[config.mk]
export PLATFORM = sky130hd
export DESIGN_NAME = trigger_capture_unit
export DESIGN_NICKNAME = d
export VERILOG_FILES = /design/src/rtl/trigger_capture_unit.sv
export SDC_FILE = /design/constraint.sdc
export NUM_CORES = 1
export LEC_CHECK = 0
export ABC_CLOCK_PERIOD_IN_PS = 6850
export CAP_MARGIN = 20
export CELL_PAD_IN_SITES_DETAIL_PLACEMENT = 1
export CELL_PAD_IN_SITES_GLOBAL_PLACEMENT = 2
export CORE_ASPECT_RATIO = 1.1
export CORE_UTILIZATION = 34
export DETAILED_ROUTE_END_ITERATION = 10
export GPL_TIMING_DRIVEN = 0
export PLACE_DENSITY_LB_ADDON = 0.1
export SYNTH_ARGS = -nofsm -noshare
export SYNTH_HDL_FRONTEND = slang
export SYNTH_SLANG_ARGS = --single-unit
[constraint.sdc]
create_clock -name clk -period 6.85 [get_ports clk]
set_input_delay 1.7125 -clock clk [delete_from_list [all_inputs] [get_ports clk]]
set_output_delay 1.7125 -clock clk [all_outputs]
set_load 0.1 [all_outputs]
[src/rtl/trigger_capture_unit.sv]
// -----------------------------------------------------------------------------
// trigger_capture_unit
//
// Logic-analyzer style capture engine. After an arm it samples the 16 probe
// channels once every PRESCALING_FACTOR clocks. Each sample is written into an
// external ring buffer of 2^DEPTH_LOG2 words. Sampling continues until a
// per-channel edge trigger fires. Then POST_SAMPLES more samples are written
// and the block parks in DONE. TRIG_ADDR keeps the ring address of the
// trigger sample.
//
// Ports
//   clk, rst           single clock, asynchronous active-high reset
//   probe[15:0]        channel inputs, already synchronous to clk
//   PRESCALING_FACTOR  sample period in clocks (0 behaves as 1), latched on arm
//   TRIGGER_KIND[31:0] channel i kind in bits [2i+1:2i]:
//                      00 none, 01 rising, 10 falling, 11 either; latched on arm
//   arm, abort         level-sampled controls; abort wins over arm
//   mem_we/addr/data   write port to the sample RAM
//   BUSY               high in ARMED or CAPTURE
//   TRIGGERED          one-cycle pulse together with the trigger sample write
//   DONE               level, high in DONE
//   TRIG_ADDR          ring address of the trigger sample
//   dbg_state          current FSM state (IDLE=0, ARMED=1, CAPTURE=2, DONE=3)
//
// Handshake: mem_we is a one-cycle fire-and-forget strobe. The RAM must accept
// the word in the cycle mem_we is high. There is no ready or backpressure.
// -----------------------------------------------------------------------------
module trigger_capture_unit #(
  parameter int DEPTH_LOG2   = 10,
  parameter int POST_SAMPLES = 512
) (
  input  logic                  clk,
  input  logic                  rst,
  input  logic [15:0]           probe,
  input  logic [15:0]           PRESCALING_FACTOR,
  input  logic [31:0]           TRIGGER_KIND,
  input  logic                  arm,
  input  logic                  abort,
  output logic                  mem_we,
  output logic [DEPTH_LOG2-1:0] mem_addr,
  output logic [15:0]           mem_data,
  output logic                  BUSY,
  output logic                  TRIGGERED,
  output logic                  DONE,
  output logic [DEPTH_LOG2-1:0] TRIG_ADDR,
  output logic [1:0]            dbg_state
);

  typedef enum logic [1:0] {
    S_IDLE    = 2'd0,
    S_ARMED   = 2'd1,
    S_CAPTURE = 2'd2,
    S_DONE    = 2'd3
  } state_t;

  localparam logic [DEPTH_LOG2-1:0] POST_INIT = DEPTH_LOG2'(POST_SAMPLES);

  state_t                  state_q, state_d;
  logic [DEPTH_LOG2-1:0]   wr_ptr_q;
  logic [15:0]             presc_cnt_q;
  logic [15:0]             factor_q;
  logic [31:0]             kind_q;
  logic [15:0]             prev_q;
  logic                    prev_valid_q;
  logic [DEPTH_LOG2-1:0]   post_cnt_q;

  logic                    start_arm;
  logic                    post_open;
  logic                    strobe;
  logic                    do_write;
  logic [15:0]             hit_vec;
  logic                    trig;
  logic                    trig_take;

  // Control decode
  always_comb begin
    start_arm = ((state_q == S_IDLE) || (state_q == S_DONE)) && arm && !abort;
    // The post counter reaches 0 with the last post-trigger write. From then
    // on CAPTURE only waits one cycle before moving to DONE.
    post_open = (post_cnt_q != '0);
    strobe    = ((state_q == S_ARMED) || ((state_q == S_CAPTURE) && post_open))
                && (presc_cnt_q == 16'd0);
    do_write  = strobe && !abort;
  end

  // Per-channel edge detection between consecutive strobed samples
  always_comb begin
    hit_vec = '0;
    for (int i = 0; i < 16; i++) begin
      case (kind_q[2*i +: 2])
        2'b01:   hit_vec[i] = !prev_q[i] &&  probe[i];
        2'b10:   hit_vec[i] =  prev_q[i] && !probe[i];
        2'b11:   hit_vec[i] =  prev_q[i] !=  probe[i];
        default: hit_vec[i] = 1'b0;
      endcase
    end
    // The first sample after arm has no predecessor. It can only trigger in
    // free-run mode, when every channel kind is 00.
    trig      = strobe && (state_q == S_ARMED) &&
                (prev_valid_q ? (hit_vec != '0) : (kind_q == '0));
    trig_take = trig && !abort;
  end

  // Next-state logic
  always_comb begin
    state_d = state_q;
    if (abort) begin
      state_d = S_IDLE;
    end else begin
      case (state_q)
        S_IDLE:    if (arm) state_d = S_ARMED;
        S_DONE:    if (arm) state_d = S_ARMED;
        S_ARMED:   if (trig_take) state_d = S_CAPTURE;
        S_CAPTURE: if (!post_open) state_d = S_DONE;
        default:   state_d = S_IDLE;
      endcase
    end
  end

  // State register
  always_ff @(posedge clk or posedge rst) begin
    if (rst) state_q <= S_IDLE;
    else     state_q <= state_d;
  end

  // Datapath registers
  always_ff @(posedge clk or posedge rst) begin
    if (rst) begin
      wr_ptr_q     <= '0;
      presc_cnt_q  <= '0;
      factor_q     <= '0;
      kind_q       <= '0;
      prev_q       <= '0;
      prev_valid_q <= 1'b0;
      post_cnt_q   <= '0;
      mem_we       <= 1'b0;
      mem_addr     <= '0;
      mem_data     <= '0;
      TRIGGERED    <= 1'b0;
      TRIG_ADDR    <= '0;
    end else begin
      mem_we    <= do_write;
      TRIGGERED <= trig_take;
      if (do_write) begin
        mem_addr <= wr_ptr_q;
        mem_data <= probe;
      end

      if (start_arm) begin
        wr_ptr_q     <= '0;
        presc_cnt_q  <= '0;           // strobe on the first clock in ARMED
        prev_valid_q <= 1'b0;
        factor_q     <= (PRESCALING_FACTOR == 16'd0) ? 16'd1 : PRESCALING_FACTOR;
        kind_q       <= TRIGGER_KIND;
      end else if ((state_q == S_ARMED) || (state_q == S_CAPTURE)) begin
        if (strobe) begin
          presc_cnt_q  <= factor_q - 16'd1;
          wr_ptr_q     <= wr_ptr_q + DEPTH_LOG2'(1);
          prev_q       <= probe;
          prev_valid_q <= 1'b1;
        end else begin
          presc_cnt_q  <= presc_cnt_q - 16'd1;
        end

        if (trig_take) begin
          TRIG_ADDR  <= wr_ptr_q;
          post_cnt_q <= POST_INIT;
        end else if (strobe && (state_q == S_CAPTURE)) begin
          post_cnt_q <= post_cnt_q - DEPTH_LOG2'(1);
        end
      end
    end
  end

  assign BUSY      = (state_q == S_ARMED) || (state_q == S_CAPTURE);
  assign DONE      = (state_q == S_DONE);
  assign dbg_state = state_q;

endmodule

Yosys cells after proc, flatten, opt, wreduce, memory -nomap -nowiden
Cells that the tools add are included.
{"block": "classes", "addsub": 4, "n_mul": 0, "n_div": 0, "order_cmp": 0, "n_eq_ne": 70, "n_shift": 0, "mux": 34, "bitwise_logic": 1, "n_reduce_logical": 92}
{"op": "== test 2 bit, second input constant", "count": 34}
{"op": "two-way mux 16 bit", "count": 4}
{"op": "two-way mux 10 bit", "count": 5}
{"op": "one-hot mux 1 bit (3 select lines)", "count": 16}
{"op": "logical AND 1 bit", "count": 41}
{"op": "== test 2 x 1 -> 1 bit, second input constant", "count": 17}
{"op": "zero test 1 bit", "count": 33}
{"op": "zero test 16 bit", "count": 2}
{"op": "zero test 32 bit", "count": 1}
{"op": "subtractor 16 x 1 -> 16 bit, second input constant", "count": 2}
{"op": "inequality test 1 bit", "count": 16}
{"op": "nonzero test 16 bit", "count": 1}
{"op": "AND reduction 3 bit", "count": 4}
{"op": "adder 10 x 1 -> 10 bit, second input constant", "count": 1}
{"op": "nonzero test 10 bit", "count": 1}
{"op": "subtractor 10 x 1 -> 10 bit, second input constant", "count": 1}
{"op": "two-way mux 2 bit", "count": 4}
{"op": "inequality test 3 bit, second input constant", "count": 2}
{"op": "one-hot mux 2 bit (3 select lines)", "count": 1}
{"op": "nonzero test 2 bit", "count": 3}
{"op": "two-way mux 1 bit", "count": 4}
{"op": "logical OR 1 bit", "count": 3}
{"op": "inequality test 3 x 1 -> 1 bit, second input constant", "count": 1}
{"op": "zero test 2 bit", "count": 1}
{"op": "3 further kinds", "count": 3}
{"block": "totals", "ff_bits": 141, "latchBits": 0, "ramBits": 0, "romBits": 0, "input_bits": 68, "out_inout_bits": 42, "wordCells": 214, "n_memories": 0}

Depth between registers and ports, before layout
{"block": "depth", "word_depth": 10, "depth_mapped": 16}

Least setup slack after synthesis
Ideal clock, no wire load.
{"block": "synth_path", "kind": "register to output", "from": "register state_q[0] (netlist: dbg_state[0])", "to": "output port BUSY", "arrival_ns": 2.972, "t_required_ns": 5.137, "path_slack_ns": 2.165, "stages_incl_launch_ff": 7, "n_path_buf": 3, "cell_sequence": "dfrtp_1 inv_1 ha_1 clkbuf_1 inv_1 clkbuf_1 clkbuf_1"}
{"block": "synth_via", "elab_chain_len": 2, "word_cells_on_any_way": 3, "cone_classes": "eq/ne (2); reduce/logical (1)"}
{"element": "from (decl)", "line_no": "58", "text": "state_t state_q, state_d;"}
{"element": "from (signal assigned)", "line_no": "123", "text": "else state_q <= state_d;"}
{"element": "== test 2 x 1 -> 1 bit or == test 2 bit (tied branches)", "line_no": "175", "text": "assign BUSY = (state_q == S_ARMED) || (state_q == S_CAPTURE);"}
{"element": "logical OR 1 bit (*)", "line_no": "175"}
{"element": "to (decl)", "line_no": "42", "text": "output logic BUSY,"}
Every way passes the cells marked *; elsewhere a longest branch is shown, timed or not.

Final worst setup path
Same ends and word-level chain as after synthesis.

==> impl_results.md <==
- Status: complete, no violations
- Die ar.: 22370 µm²
- Register-to-register setup slack: 2.48 ns
- Largest net degree at the start of global routing: 80
- Post-synthesis area per instance: 9.433 µm²
- Row Count: 56
- Worst-path maximum fanout: 10
- Synth cell types: between 60 and 70
- Class of the worst hold path: reg2reg
- Critical-path top delay cell: clkdlybuf4s50_1
- RSZ-0062 raised after global routing: no
- Pwr Total: a little under 4 mW
- First-pass GRT wire length: 36.62 mm
- GPL Wtd Cong: 0.8559
- CTS Hold Bufs: 0
- Mapped Cells: between 700 and 800
- Syn nets: 892
- Layout area overhead: 27.26%
- Fin Clk Skew: 0.01066 ns
- # DRC: 0
- Routed WL per cell: 18.51 µm
- Metal2 WL: 11.92 mm
- Fmax: 178.3 MHz
- Vias in the first global route: about 6800
- ANT cells: 0
- Synth warn: 0
- Num CTS Buffers: 17
- Layout cell share with drive strength beyond 1: 10.49%
- CP Data Required Time: 5.14 ns
- Clock-pin slew on the worst setup and hold paths: 0.06 ns
- Gr usage total: 21.66%
- Max-Cap Viols: 0
- DR iter-0 viols: about 220
- Initial core utilization: 34.65%
- WL met3: 474 µm
- Initial antenna violation count: 0
- Hold Slack: 0.5065 ns
- Critical Path Max Stage Delay: 1.26 ns
- CP arrival: 3.89 ns
- Hpwl dp: 16.96 mm
- Worst-case clock buffer depth: 2
- Met1 WL: 9.594 mm
- Worst VDD drop: 0.2730 mV
- Yosys reg bits: 141
- Final-report setup violation count: 0
- Relative slew slack: 33.49%
- Ys flop type: dfrtp_1
- Ranking of synthesized cells by area: dfrtp_1, nand2_1, ha_1
- Total gr overflow: 0
- Die width: 142.7 µm
- Post-CTS Setup Bufs: 0
- Top-area cell type share of the netlist area: 47.65%
- Final period util: 81.86%
- Most frequent CP cell: clkbuf_1
- Placeable core area: 21370 µm²
- CTS tree: done
- Mapped cell area: between 7000 and 8000 µm²
- Setup crit start kind: flip-flop
- Antenna viol nets, final: 0
- I/O Pins: 110
- I/O Buffers: between 100 and 150
- Fillcell total: approximately 2400
- Post-cts resize count: 0
- Worst Setup Path Type: reg2out
- Fin crit period: 5.607 ns
- First-pass detailed-route iteration total: 4
- Final hold viol count: 0
- EDFF count, synth: 0
- Post-synth top cells: nand2_1, dfrtp_1, inv_1
- Max layer used: met4
- Via density: between 5 and 6
- Die height: 156.8 µm
- Total Wirelength: 22.49 mm
- Dominant cell type by area after synthesis: dfrtp_1
- Least-Margin Pin Slew: 0.9946 ns
- Worst-Skew Late Latency: 0.43 ns
- Leak: 4.271 nW
- Endpoint class of the critical path: output pin
- Synth async-reset ratio: 100.0%
- Pwr Density: 421.7 nW/µm²
- Critical path cell sequence: inv_1 -> ha_1 -> clkbuf_1 -> inv_1 -> clkbuf_1 -> clkbuf_1 -> clkdlybuf4s50_1
- Layout Nets: 1020
- Clock Sinks: 141
- Via count: between 6000 and 7000
- Count leader, synth: nand2_1
- Max-slew violations: 0
- CTS root buf: clkbuf_16
- Seq/Total Area, Yosys: 47.65%
- H-tree Lvls: 4
## final timing paths
| path | startpoint | endpoint | cells after the start |
|---|---|---|---|
| hold reg to reg | mem_data[0] | mem_data[0] | 1 |
| max in group asynchronous | rst | TRIG_ADDR[7] | 3 |
| min in group asynchronous | rst | mem_data[3] | 2 |
| setup reg to reg | post_cnt_q[0] | presc_cnt_q[12] | 16 |
| setup / recovery | dbg_state[0] | BUSY | 7 |
| hold / removal | mem_data[0] | mem_data[0] | 1 |
## through the flow
step	cells	area (µm²)	setup TNS (ns)	setup WS (ns)	utilization, %
global placement	1183	8848	-132.93	-0.9585	41.41
CTS	1215	9423	0	1.251	44.09
detailed placement	1184	8881	0	1.653	41.56
finish	1215	9423	0	1.243	44.09
floorplan	785	7405	0	1.356	-
global route	1215	9423	0	1.102	44.09
## cell usage in the layout (no fill, tap or decap), drive strengths merged, types with 5 or more instances in the layout
cell type	n
nor2b	16
o21ai	45
inv	49
mux2i	10
o22ai	6
xor2	9
a31oi	5
ha	39
and3	6
mux2	36
nor3	16
a21oi	28
or3	7
nor4	21
nor2	30
clkdlybuf4s50	108
xnor2	7
a211oi	8
nand3	11
nand4	9
dfrtp	141
buf	10
a22oi	5
nand2	199
clkbuf	42
## area by class of cell
cell class              instances  area, µm²  share of cell area [%]
plain buffers                  32      136.4                   1.447
inverters                      45      173.9                   1.846
flip-flops and latches        141       3528                   37.45
well taps                     290      362.8                   3.851
multi-input cells             567       3571                   37.90
repair buffers                109       1109                   11.76
clock inverters                12      88.84                  0.9428
clock buffers                  19      452.9                   4.807
## metal layers
layer | track usage (%) | up-vias
met4 | 7.424 | 0
met2 | 39.47 | 88
met5 | 0 | -
met3 | 3.825 | 33
li1 | - | 2959
met1 | 25.40 | 3202
## power breakdown
group	total [mW]	leakage [nW]	switching, mW	internal [mW]
clock network	0.865	0.258	0.382	0.482
logic	1.72	2.27	1.16	0.553
registers	1.39	1.75	0.293	1.10
## critical path, delay by kind of cell, from the launching register on
kind,cells,cell delay (ns)
DFF,1,0.42
adders and majority gates,1,0.30
buffers and inverters,6,2.73
## cell families (layout without fill, tap and decap cells)
| family | Yosys count | in the layout | synth area share, % |
|---|---|---|---|
| xor gates and xnor gates | 16 | 16 | 1.893 |
| buffers and inverters | 77 | 217 | 4.123 |
| AOI/OAI and AO/OA | 127 | 127 | 10.85 |
| adders and majority gates | 39 | 39 | 6.590 |
| DFF | 141 | 141 | 47.65 |
| and+or+nand+nor | 339 | 339 | 22.07 |
| muxes | 46 | 46 | 6.827 |
## flip-flops by register name (all words and copies together), names as in the netlist
signal        cells
kind_q           32
factor_q         16
mem_data         16
presc_cnt_q      16
prev_q           16
TRIG_ADDR        10
mem_addr         10
post_cnt_q       10
wr_ptr_q         10
dbg_state         2
TRIGGERED         1
mem_we            1
prev_valid_q      1
Power figures use the tool's default switching activity.
